## src/rtl/pipeline_fetch_ctrl_if.sv

```systemverilog
// Instruction-memory read port between the fetch controller and imem.
//  master : fetch controller (drives address/read mask, receives data/resp)
//  slave  : instruction memory
//  imem_addr   32  read address
//  imem_rmask   4  4'hF = read request active, 4'h0 = idle
//  imem_rdata  32  read data, valid when imem_resp=1
//  imem_resp    1  response strobe
interface pipeline_fetch_ctrl_if;
   logic [31:0] imem_addr;
   logic [3:0]  imem_rmask;
   logic [31:0] imem_rdata;
   logic        imem_resp;

   modport master (output imem_addr, imem_rmask, input imem_rdata, imem_resp);
   modport slave  (input imem_addr, imem_rmask, output imem_rdata, imem_resp);
endinterface

```

## src/rtl/pipeline_fetch_ctrl.sv

```systemverilog
// pipeline_fetch_ctrl
// Sequences PC / instruction-memory fetch for the pipelined core. One imem
// read is outstanding at a time; the PC register is held (pc_stall) until the
// word is accepted. Redirects (trap > branch mispredict) are merged into one
// redirect_en/redirect_pc pulse. Fetched words go to decode through a 1-entry
// output register backed by a 1-entry skid buffer.
//
// Optional feature: define FETCH_REDIRECT_COUNT_EN to add redirect_count, a
// CNT_W-bit wrapping count of cycles with redirect_en=1.
//
// Ports
//  clk, rst_n              clock, asynchronous active-low reset
//  pc                      current PC from the PC register
//  pc_stall                1 = PC register holds
//  redirect_en/redirect_pc redirect pulse and target to the PC register
//  imem                    imem read port (master side)
//  ir_valid/ir/ir_pc       fetched word to decode
//  backend_stall           decode not accepting
//  br_mispredict/br_target mispredict redirect request
//  trap_en/trap_vector     trap redirect request
//  redirect_count          redirect counter (FETCH_REDIRECT_COUNT_EN only)
module pipeline_fetch_ctrl #(
   parameter int CNT_W = 32
) (
   input  logic        clk,
   input  logic        rst_n,
   input  logic [31:0] pc,
   output logic        pc_stall,
   output logic        redirect_en,
   output logic [31:0] redirect_pc,
   pipeline_fetch_ctrl_if.master imem,
   output logic        ir_valid,
   output logic [31:0] ir,
   output logic [31:0] ir_pc,
   input  logic        backend_stall,
   input  logic        br_mispredict,
   input  logic [31:0] br_target,
   input  logic        trap_en,
   input  logic [31:0] trap_vector
`ifdef FETCH_REDIRECT_COUNT_EN
   ,
   output logic [CNT_W-1:0] redirect_count
`endif
);

   typedef enum logic [1:0] {IDLE, FETCH, HOLD, DROP} state_t;

   state_t      state, state_nxt;
   logic [31:0] req_addr;
   logic [31:0] skid, skid_pc;
   logic        redir, slot_free;
   logic        load_fetch, load_skid, load_hold;

   // ------------------------------------------------------------------
   // Next state, handshake outputs, datapath load enables
   // ------------------------------------------------------------------
   always_comb begin
      redir            = trap_en | br_mispredict;
      redirect_en      = redir;
      redirect_pc      = trap_en ? trap_vector : br_target;
      slot_free        = ~ir_valid | ~backend_stall;
      state_nxt        = state;
      pc_stall         = 1'b1;
      imem.imem_addr   = req_addr;
      imem.imem_rmask  = 4'h0;
      load_fetch       = 1'b0;
      load_skid        = 1'b0;
      load_hold        = 1'b0;
      case (state)
         IDLE: state_nxt = FETCH;
         FETCH: begin
            imem.imem_addr  = pc;
            imem.imem_rmask = 4'hF;
            if (redir) begin
               // Response in the redirect cycle is simply dropped; without
               // one, the stale request must still be drained.
               if (!imem.imem_resp) state_nxt = DROP;
            end else if (imem.imem_resp) begin
               pc_stall = 1'b0;
               if (slot_free) begin
                  load_fetch = 1'b1;
               end else begin
                  load_skid = 1'b1;
                  state_nxt = HOLD;
               end
            end
         end
         HOLD: begin
            // A redirect flushes the skid word; no request is outstanding,
            // so fetching resumes directly at the new PC.
            if (redir) begin
               state_nxt = FETCH;
            end else if (slot_free) begin
               load_hold = 1'b1;
               state_nxt = FETCH;
            end
         end
         DROP: begin
            // Address held at the original request until its response.
            imem.imem_rmask = 4'hF;
            if (imem.imem_resp) state_nxt = FETCH;
         end
         default: state_nxt = IDLE;
      endcase
   end

   // ------------------------------------------------------------------
   // State and datapath registers
   // ------------------------------------------------------------------
   always_ff @(posedge clk or negedge rst_n) begin
      if (!rst_n) begin
         state    <= IDLE;
         req_addr <= 32'h0;
         ir_valid <= 1'b0;
         ir       <= 32'h0;
         ir_pc    <= 32'h0;
         skid     <= 32'h0;
         skid_pc  <= 32'h0;
      end else begin
         state <= state_nxt;
         if (state == FETCH) req_addr <= pc;

         if (redir)                       ir_valid <= 1'b0;
         else if (load_fetch | load_hold) ir_valid <= 1'b1;
         else if (ir_valid & ~backend_stall) ir_valid <= 1'b0;

         if (load_fetch) begin
            ir    <= imem.imem_rdata;
            ir_pc <= pc;
         end else if (load_hold) begin
            ir    <= skid;
            ir_pc <= skid_pc;
         end

         if (load_skid) begin
            skid    <= imem.imem_rdata;
            skid_pc <= pc;
         end
      end
   end

`ifdef FETCH_REDIRECT_COUNT_EN
   always_ff @(posedge clk or negedge rst_n) begin
      if (!rst_n)     redirect_count <= '0;
      else if (redir) redirect_count <= redirect_count + 1'b1;
   end
`else
   // CNT_W only sizes the optional counter; nothing to build without it.
   if (CNT_W < 1) begin : g_no_counter
   end
`endif

endmodule

```

## src/flat_wrapper.sv

```systemverilog
// flat-port wrapper written by rule: the top's interface ports become plain ports
module pipeline_fetch_ctrl_flat 
#(
   parameter int CNT_W = 32
)
  (clk, rst_n, pc, pc_stall, redirect_en, redirect_pc, ir_valid, ir, ir_pc, backend_stall, br_mispredict, br_target, trap_en, trap_vector, imem_imem_addr, imem_imem_rmask, imem_imem_rdata, imem_imem_resp);
  pipeline_fetch_ctrl_if imem_i ();
  input  logic clk;
  input  logic rst_n;
  input  logic [31:0] pc;
  output logic pc_stall;
  output logic redirect_en;
  output logic [31:0] redirect_pc;
  output logic ir_valid;
  output logic [31:0] ir;
  output logic [31:0] ir_pc;
  input  logic backend_stall;
  input  logic br_mispredict;
  input  logic [31:0] br_target;
  input  logic trap_en;
  input  logic [31:0] trap_vector;
  output wire logic [$bits(imem_i.imem_addr)-1:0] imem_imem_addr;
  output wire logic [$bits(imem_i.imem_rmask)-1:0] imem_imem_rmask;
  input wire logic [$bits(imem_i.imem_rdata)-1:0] imem_imem_rdata;
  input wire logic [$bits(imem_i.imem_resp)-1:0] imem_imem_resp;
  assign imem_imem_addr = imem_i.imem_addr;
  assign imem_imem_rmask = imem_i.imem_rmask;
  assign imem_i.imem_rdata = imem_imem_rdata;
  assign imem_i.imem_resp = imem_imem_resp;
  pipeline_fetch_ctrl #(.CNT_W(CNT_W)) u_core (.clk(clk), .rst_n(rst_n), .pc(pc), .pc_stall(pc_stall), .redirect_en(redirect_en), .redirect_pc(redirect_pc), .imem(imem_i), .ir_valid(ir_valid), .ir(ir), .ir_pc(ir_pc), .backend_stall(backend_stall), .br_mispredict(br_mispredict), .br_target(br_target), .trap_en(trap_en), .trap_vector(trap_vector));
endmodule
```

## config.mk

```make
export PLATFORM = sky130hd
export DESIGN_NAME = pipeline_fetch_ctrl_flat
export DESIGN_NICKNAME = d
export VERILOG_FILES = /design/src/rtl/pipeline_fetch_ctrl_if.sv /design/src/rtl/pipeline_fetch_ctrl.sv /design/src/flat_wrapper.sv
export SDC_FILE = /design/constraint.sdc
export NUM_CORES = 1
export LEC_CHECK = 0
export CAP_MARGIN = 20
export CORE_UTILIZATION = 42
export CTS_BUF_LIST = sky130_fd_sc_hd__clkbuf_4 sky130_fd_sc_hd__clkbuf_8
export DETAILED_ROUTE_END_ITERATION = 10
export MAX_ROUTING_LAYER = met4
export PLACE_DENSITY = 0.79
export SYNTH_ARGS = -nofsm -noshare
export SYNTH_HDL_FRONTEND = slang
export SYNTH_SLANG_ARGS = --single-unit
```

## constraint.sdc

```tcl
create_clock -name clk -period 1.75 [get_ports clk]
set_input_delay 0.2625 -clock clk [delete_from_list [all_inputs] [get_ports clk]]
set_output_delay 0.2625 -clock clk [all_outputs]
set_load 0.1 [all_outputs]
```

==> flow_summary.ini <==
[status]
status = finished, violations left
violations = setup timing

[synthesis]
synth_seq_cells = 163
synthAdderAreaFrac = 0
synthSimpleGateAreaFrac = 0.008807
postSynthCellCount = 468
synth_nets = 602
ys_types = 24
synth_seq_area_share = 0.5417
netlist_area_um2 = 7530
synth_top_family_by_area = multiplexers
synth_compound_area_frac = 0.007311
synthMuxAreaShare = 0.4141
syn_avg_cell_area_um2 = 16.09
yosys_warnings = 0
synthXorXnorAreaFrac = 0

[route]
dr.pass1.iters = 4
drt_iter0_drc = 189
wl_per_cell_um = 23.83
drc_errors = 0
finalWirelength_um = 25020
num_vias = 5437
ant_nets = 0
viasPerCell = 5.178

[setup_path]
max_stage_delay_ns = 0.41
required_ns = 1.49
cp-end-kind = output pin
crit_start = u_core.state[0]
regToRegSetupSlack_ns = -0.37
r2r-start = u_core.state[0]
cp.arrival_ns = 1.92
worst-setup-path-type = reg -> out
path_max_fanout = 7
path_cells = buf_6 -> nand2b_4 -> buf_12 -> buf_16 -> mux2_4 -> buf_12
start_kind = flip-flop
cpMostUsedCell = buf_12
cp_slowest_cell = dfrtp_1

[global_routing]
grt_pass1_vias = 6164
grt_use_total = 0.2797
grt_overflow = 0
antenna_found_initial = 0
grt_pass1_wl_um = 36610
grt_max_degree = 66

[timing]
finalSetupViolCount = 162
grt_setup_unrepaired = true
fmax_mhz = 458.7
slew_viol_final = 0
hold_viol_final = 0
fin_skew_ns = 0.03296
tightest_slew_ns = 0.3581
post-route-worst-setup-slack_ns = -0.4299
fin_crit_sh = 1.246
slew_headroom = 0.7613
post-route-min-period_ns = 2.180

[finish]
final_cell_mix = mux2_4, dfrtp_1, buf_12
nNetsFinal = 946
syn2layout_area_growth_pct = 85.91
drive_above_1_share = 0.6339
finalNonFillerCells = 1050
final_common_cell = mux2_4
final_util = 0.8037
diodes = 0

[power_and_ir_drop]
switching_share = 0.4306
power_density_nw_per_um2 = 1088
internal_power_mw = 8.672
p_sw_mw = 6.558
power_frac_comb = 0.500
ir_drop_v = 0.0007265
p_seq_frac = 0.308
pwr-share-clk = 0.191
power.leakage_nw = 6.799

[clock_tree]
cts_root_buffer = clkbuf_8
cts_sinks = 163
cts_buffers = 17
htree_levels = 4
clock_tree.buffer_depth = 2
clk_pin_slew_ns = 0.10
cts_tree = yes
clock_latency_ns = 0.50

[floorplanning]
rows = 48
io_pins = 269
die_w_um = 135.9
design.core.area_um2 = 17420
start_util = 0.4323
dieArea_um2 = 18470
die_y_um = 135.9

[placed_design]
gp_congestion = 0.7839
port-buffer-count = 268
dp_hpwl_um = 14900
post-place-cells = 964

[job]
drv_cap = 0

[min_path]
hold_path_class = in -> async
worst max-delay path, delay by kind of cell, from the launching register on:
family                 cells  cell delay [ns]
and+or+nand+nor            1             0.11
DFF                        1             0.41
buffers and inverters      4             0.58
muxes                      1             0.34
routing by layer:
layer / routed length (um) / vias to the layer above / part of all wire / global-route usage
met5: 0 / - / 0 / -
met4: 627 / 0 / 0.025 / 0.1198
met3: 1309 / 38 / 0.052 / 0.06189
met2: 13570 / 184 / 0.54 / 0.4799
met1: 9512 / 2844 / 0.38 / 0.3133
li1: - / 2371 / - / -
cell usage after synthesis:
cell	count	area (um2)
mux2_4	60	900.9
inv_2	1	3.750
mux2i_1	1	10.01
inv_1	1	3.750
a21o_1	1	7.510
nand2b_1	3	18.77
o22ai_1	1	6.260
mux2_2	192	2162
nand4bb_1	1	11.26
dfrtp_1	163	4079
buf_2	10	50.05
buf_1	3	11.26
or3_1	1	6.260
mux2_1	4	45.04
or4_1	1	7.510
a31oi_1	1	6.260
nand3b_1	1	7.510
a22o_1	1	8.760
buf_4	3	22.52
a221oi_4	1	26.28
nor2_4	1	11.26
buf_6	8	90.09
nand2_1	1	3.750
clkbuf_1	8	30.03
layout make-up:
| class | instances | area, um2 |
|---|---|---|
| clock inverter | 15 | 181.4 |
| inverter | 2 | 15.01 |
| fill | 892 | 3418 |
| sequential | 163 | 4083 |
| clock buffer | 17 | 234.0 |
| multi-input combinational | 271 | 3811 |
| tap | 225 | 281.5 |
| timing repair buffer | 357 | 5393 |
repair_timing:
item,in CTS,in global routing
hold buffers,1,0
resized for setup,131,60
pin swaps,1,4
endpoints found under the setup margin,183,182
gates cloned,18,1
hold endpoints to repair,35,0
setup buffers,29,14
through the flow:
stage	setup TNS [ns]	setup WS [ns]	total power [mW]	cell area, um2	hold WS (ns)
floorplan	-16.36	-0.1130	8.802	7652	-0.03309
global placement	-60.63	-0.4547	11.58	12140	0.1840
detailed placement	-68.01	-0.5031	11.71	12140	0.1810
CTS	-43.42	-0.4359	15.11	13830	0.2288
global route	-61.18	-0.5024	15.65	14000	0.2470
finish	-51.00	-0.4299	15.23	14000	0.2375
worst paths after layout:
kind | end | cells past startpoint
worst max-delay path | imem_imem_addr[28] | 6
worst min-delay path | u_core.req_addr[6] | 2
worst max register to register | u_core.skid_pc[0] | 9
worst min register to register | u_core.skid_pc[3] | 1
max in group asynchronous | u_core.req_addr[14] | 3
min in group clk | u_core.ir_valid | 5
registers in the layout, summed over array words and instances, names as in the netlist:
name,cells
u_core.req_addr,32
u_core.ir_pc,32
u_core.ir_valid,1
u_core.state,2
u_core.skid,32
u_core.ir,32
u_core.skid_pc,32
power groups by stage:
stage	sequential, mW	clock (mW)	combinational [mW]
floorplan	6.54	0	2.26
global placement	4.68	0	6.90
detailed placement	4.72	0	7.00
CTS	4.67	2.94	7.50
global route	4.74	3.11	7.80
finish	4.70	2.92	7.62
logic make-up (layout without fill, tap and decap cells):
kind of cell,after synthesis,count (layout)
simple gates,9,9
mux,257,257
buf+inv,34,391
flops,163,163
compound gates,5,5
No activity file was read; power rests on OpenSTA's default activity.
